$ cat src/rtl/spi_slave_tx.sv
// spi_slave_tx: SPI mode-0 slave transmitter for one AES result block.
// SCLK and SS_N are brought into the clk domain through 2-flop synchronizers.
// A third flop on each line gives edge detection. The block is sent MSB first
// on miso: the master samples on the rising SCLK edge, and the block shifts on
// the falling edge.
//
// Handshake (tx_load / tx_ready): a block is accepted on a rising clk edge
// where tx_load and tx_ready are both high. tx_ready is high only in IDLE.
// tx_load while tx_ready is low is dropped, and tx_data is not captured.
module spi_slave_tx #(
    parameter int NUM_BITS = 128
) (
    input  logic                clk,
    input  logic                n_rst,
    input  logic                sclk,
    input  logic                ss_n,
    input  logic [NUM_BITS-1:0] tx_data,
    input  logic                tx_load,
    output logic                tx_ready,
    output logic                miso,
    output logic                miso_oe,
    output logic                tx_done,
    output logic                tx_error,
    output logic [1:0]          o_dbg_state
);

    typedef enum logic [1:0] {
        IDLE   = 2'd0,
        LOADED = 2'd1,
        SHIFT  = 2'd2,
        DONE   = 2'd3
    } state_t;

    // Counter value that marks the final rising edge of a transfer.
    localparam logic [7:0] LP_LAST = 8'(NUM_BITS);

    state_t              r_state;
    state_t              w_next_state;
    logic [NUM_BITS-1:0] r_shreg;
    logic [NUM_BITS-1:0] w_shreg_next;
    logic [7:0]          r_count;
    logic [7:0]          w_count_next;
    logic [7:0]          w_count_inc;
    logic                r_tx_error;
    logic                w_tx_error_next;

    logic r_sclk_s1;
    logic r_sclk_s2;
    logic r_sclk_s3;
    logic r_ss_s1;
    logic r_ss_s2;
    logic r_ss_s3;

    logic w_sclk_rise;
    logic w_sclk_fall;
    logic w_ss_fall;
    logic w_ss_rise;
    logic w_last_rise;

    // Synchronize sclk and ss_n. The third stage is used only for edge detection.
    always_ff @(posedge clk or negedge n_rst) begin
        if (!n_rst) begin
            r_sclk_s1 <= 1'b0;
            r_sclk_s2 <= 1'b0;
            r_sclk_s3 <= 1'b0;
            r_ss_s1   <= 1'b1;
            r_ss_s2   <= 1'b1;
            r_ss_s3   <= 1'b1;
        end else begin
            r_sclk_s1 <= sclk;
            r_sclk_s2 <= r_sclk_s1;
            r_sclk_s3 <= r_sclk_s2;
            r_ss_s1   <= ss_n;
            r_ss_s2   <= r_ss_s1;
            r_ss_s3   <= r_ss_s2;
        end
    end

    assign w_sclk_rise = r_sclk_s2 & ~r_sclk_s3;
    assign w_sclk_fall = ~r_sclk_s2 & r_sclk_s3;
    assign w_ss_fall   = ~r_ss_s2 & r_ss_s3;
    assign w_ss_rise   = r_ss_s2 & ~r_ss_s3;
    assign w_count_inc = r_count + 8'd1;
    assign w_last_rise = w_sclk_rise && (w_count_inc == LP_LAST);

    // State, shift register, bit counter and error pulse registers.
    always_ff @(posedge clk or negedge n_rst) begin
        if (!n_rst) begin
            r_state    <= IDLE;
            r_shreg    <= '0;
            r_count    <= '0;
            r_tx_error <= 1'b0;
        end else begin
            r_state    <= w_next_state;
            r_shreg    <= w_shreg_next;
            r_count    <= w_count_next;
            r_tx_error <= w_tx_error_next;
        end
    end

    // Next-state logic. In SHIFT, the final rising edge takes priority over ss
    // deassertion, and ss deassertion takes priority over a falling edge.
    // A falling edge before the first rise is left over from a previous
    // transfer, so it must not shift.
    always_comb begin
        w_next_state    = r_state;
        w_shreg_next    = r_shreg;
        w_count_next    = r_count;
        w_tx_error_next = 1'b0;
        case (r_state)
            IDLE: begin
                if (tx_load) begin
                    w_shreg_next = tx_data;
                    w_next_state = LOADED;
                end
            end
            LOADED: begin
                if (w_ss_fall || !r_ss_s2) begin
                    w_count_next = '0;
                    w_next_state = SHIFT;
                end
            end
            SHIFT: begin
                if (w_last_rise) begin
                    w_count_next = w_count_inc;
                    w_next_state = DONE;
                end else if (w_ss_rise) begin
                    w_shreg_next    = '0;
                    w_count_next    = '0;
                    w_tx_error_next = 1'b1;
                    w_next_state    = IDLE;
                end else if (w_sclk_rise) begin
                    w_count_next = w_count_inc;
                end else if (w_sclk_fall && (r_count != 8'd0)) begin
                    w_shreg_next = {r_shreg[NUM_BITS-2:0], 1'b0};
                end
            end
            DONE: begin
                w_shreg_next = '0;
                w_next_state = IDLE;
            end
            default: begin
                w_next_state = IDLE;
            end
        endcase
    end

    assign tx_ready    = (r_state == IDLE);
    assign tx_done     = (r_state == DONE);
    assign tx_error    = r_tx_error;
    assign miso_oe     = ~r_ss_s2;
    assign miso        = ((r_state == LOADED) || (r_state == SHIFT)) ? r_shreg[NUM_BITS-1] : 1'b0;
    assign o_dbg_state = r_state;

endmodule
$ cat config.mk
export PLATFORM = sky130hd
export DESIGN_NAME = spi_slave_tx
export DESIGN_NICKNAME = d
export VERILOG_FILES = /design/src/rtl/spi_slave_tx.sv
export SDC_FILE = /design/constraint.sdc
export NUM_CORES = 1
export LEC_CHECK = 0
export BUFFER_PORTS_ARGS = -buffer_cell sky130_fd_sc_hd__buf_2
export CORE_AREA = 10 10 133 148
export DETAILED_ROUTE_END_ITERATION = 6
export DIE_AREA = 0 0 143 158
export MAX_ROUTING_LAYER = met4
export PLACE_DENSITY = 0.81
export SLEW_MARGIN = 20
export SYNTH_ARGS = -nofsm -noshare
export SYNTH_HDL_FRONTEND = slang
export SYNTH_SLANG_ARGS = --single-unit
export TNS_END_PERCENT = 50
$ cat constraint.sdc
create_clock -name clk -period 3.3 [get_ports clk]
set_input_delay 0.66 -clock clk [delete_from_list [all_inputs] [get_ports clk]]
set_output_delay 0.66 -clock clk [all_outputs]
set_load 0.02 [all_outputs]
==> impl_metrics.py <==
metrics = {
    "drt": {
        "via_per_inst": 6.52,
        "wl_per_cell_um": 18.4,
        "ant_nets": 0,
        "drtIter0Drc": 1000,
        "remaining_drc_errors": 0,
        "num_vias": 9120,
        "drt-pass1-iter-count": 7,
        "wl_um": 25800,
    },
    "yosys": {
        "ys_warn_count": 0,
        "yosysTopAreaCellShare_pct": 38.1,
        "synth_top_flop_cell": "dfrtp_1",
        "synth_edf_count": 0,
        "seq_area_frac_synth_pct": 39.0,
        "netlist_area_um2": 9320,
        "synth_cell_types": 46,
        "synth.most_common_cell": "and3_1",
        "postSynthNetCount": 1265,
        "synth_area_leader_cell": "dfrtp_1",
        "ys_top_cells_by_area": "dfrtp_1 (38%), and3_1 (17%), a311o_1 (13%)",
        "async_flop_share_pct": 100,
        "yosys-top-cells-count": "and3_1 (252), dfrtp_1 (142), nand2_1 (142), o21ai_0 (134), a21oi_1 (131)",
        "syn_area_per_cell_um2": 8.28,
        "synth-seq-cells": 145,
        "postSynthCellCount": 1125,
    },
    "floorplanning": {
        "core_um2": 16700,
        "initial_core_util_pct": 55.8,
        "die_h_um": 158,
        "die_area_um2": 22600,
        "rows": 50,
        "die_x_um": 143,
        "ios": 140,
    },
    "critical_path": {
        "r2r_start": "r_count[0]",
        "worst-setup-path-type": "reg2out",
        "crit_buf_inv": 2,
        "r2r-end": "r_shreg[10]",
        "cp.required_ns": 2.64,
        "crit_path_start": "o_dbg_state[1]",
        "start_kind": "register",
        "crit_family": "adder cells",
        "cp-end-kind": "output port",
        "worstPathArrival_ns": 2.28,
        "slowest_stage": "ha_4",
        "crit_cells": 4,
        "cp-endpoint": "miso",
        "critPathMaxStageDelay_ns": 0.76,
        "reg2reg_depth": 7,
        "cp_max_fo": 93,
        "rrSetupSlack_ns": 0.61,
        "worstPathCellList": "inv_1 > ha_4 > and2_1 > buf_2",
    },
    "pwr": {
        "max-vdd-ir-drop_mv": 0.655,
        "p_sw_w": 0.00542,
        "clkPwrFrac_pct": 15.6,
        "p_per_area_nw_per_um2": 1180,
        "combPwrFrac_pct": 56.6,
        "pwr-share-seq_pct": 27.8,
        "swShare_pct": 43.1,
        "p_int_w": 0.00716,
        "p_leak_nw": 5.25,
    },
    "finish": {
        "nets": 1317,
        "syn_to_final_growth_pct": 14.7,
        "n_antenna_cell": 0,
        "drive_above_1_share_pct": 17.4,
        "finalNonFillerCells": 1398,
        "num-fill-cells": 1451,
    },
    "clock_tree": {
        "clk_path_buf_depth": 2,
        "cts-hold-fix-buffers": 0,
        "post_cts_resized": 0,
        "worstSkewPairLatency_ns": 0.43,
        "clk_pin_slew_ns": 0.06,
        "h-tree-depth": 4,
        "clockRootBuffer": "clkbuf_16",
        "cts_setup_buffers": 0,
        "cts_tree": "yes",
        "numClockSinks": 145,
        "cts_buffers": 17,
    },
    "timing": {
        "hold_viol": 0,
        "tns_ns": 0,
        "drv_slew": 0,
        "min_period_ns": 2.94,
        "rsz0062_at_grt": "no",
        "relSlewSlack_pct": 49.2,
        "fin_skew_ns": 0.00980,
        "worst_pin_slew_ns": 0.762,
        "fmax_mhz": 341,
        "setup_viol": 0,
        "period_share_pct": 89.0,
    },
    "grt": {
        "grt_overflow": 0,
        "grt_max_degree": 146,
        "antenna_found_initial": 0,
        "grt_pass1_vias": 8361,
        "grtUsageTotal_pct": 22.7,
        "grt_pass1_wl_um": 41700,
    },
    "place": {
        "globalplace.congestion": 0.864,
        "dp.cells": 1366,
        "hpwl_um": 15000,
        "io_buffers": 139,
    },
    "run_status": {
        "status": "completed",
    },
    "worst_hold_path": {
        "hold_path.class": "in2async",
    },
    "job": {
        "max_cap_viol_count": 0,
    },
}
## per-stage QoR
stage               utilization, %  setup WS, ns  hold slack, ns  power (W)  instance area (um^2)
global route                  64.0         0.234           0.249     0.0137                 10700
floorplan                        -         0.872           0.331    0.00894                  9320
global placement              60.4         0.716           0.343     0.0103                 10100
detailed placement            60.4         0.659           0.337     0.0106                 10100
CTS                           64.0         0.393           0.237     0.0126                 10700
finish                        64.0         0.363           0.210     0.0126                 10700
## per-layer routing
| metal | part of all wire (%) | routed length (um) | GRT usage (%) | vias up |
|---|---|---|---|---|
| li1 | - | - | - | 4341 |
| met1 | 44 | 11500 | 30.5 | 4439 |
| met2 | 48 | 12300 | 34.4 | 306 |
| met3 | 5.9 | 1520 | 3.66 | 34 |
| met4 | 1.7 | 445 | 6.88 | 0 |
| met5 | 0 | 0 | - | - |
## sequential cells by signal (all words and copies together) (netlist names)
signal / flops
r_sclk_s1: 1
r_sclk_s3: 1
r_shreg: 128
r_sclk_s2: 1
r_ss_s1: 1
o_dbg_state: 2
tx_error: 1
r_count: 8
r_ss_s3: 1
r_ss_s2: 1
## cell usage in the layout, fill, tap and decap left out, types with 3 or more instances in the layout
cell type	instances
nor3_1	3
clkinv_2	4
inv_1	8
and3_1	252
a311o_1	125
nor2_1	8
nand3_1	6
clkbuf_16	17
o21ai_0	134
nand2_1	141
ha_1	6
a21oi_1	131
clkbuf_8	5
buf_4	14
buf_12	8
dfstp_2	3
buf_2	138
dfrtp_1	142
## cell type report
cell class / count / area [um^2] / share of cell area, %
Sequential cell: 145 / 3630 / 34.0
Multi-Input combinational cell: 843 / 5190 / 48.6
Timing Repair Buffer: 161 / 967 / 9.05
Inverter: 9 / 33.8 / 0.316
Tap cell: 208 / 260 / 2.44
Clock inverter: 9 / 104 / 0.972
Clock buffer: 23 / 498 / 4.66
## power groups by stage
stage,logic [W],clock network [W],registers [W]
after global routing,0.00801,0.00207,0.00361
after detailed placement,0.00708,0,0.00348
after CTS,0.00712,0.00198,0.00346
after global placement,0.00686,0,0.00343
final,0.00711,0.00196,0.00350
after floorplan,0.00565,0,0.00329
## worst min-delay path by stage
stage	startpoint	endpoint	slack, ns	depth (start not counted)
detailed placement	r_sclk_s1	r_sclk_s2	0.34	0
global placement	r_sclk_s1	r_sclk_s2	0.34	0
finish	n_rst	r_shreg[77]	0.21	1
CTS	n_rst	r_shreg[77]	0.24	1
global route	n_rst	r_shreg[77]	0.25	1
floorplan	r_sclk_s1	r_sclk_s2	0.33	0
## cells by family after synthesis
logic type,share of synthesized area (%)
AOI/OAI and AO/OA,29.2
adders and majority gates,0.940
buffers and inverters,5.99
DFF,39.0
muxes,0.107
and+or+nand+nor,24.8
(Power assumes the default switching activity.)
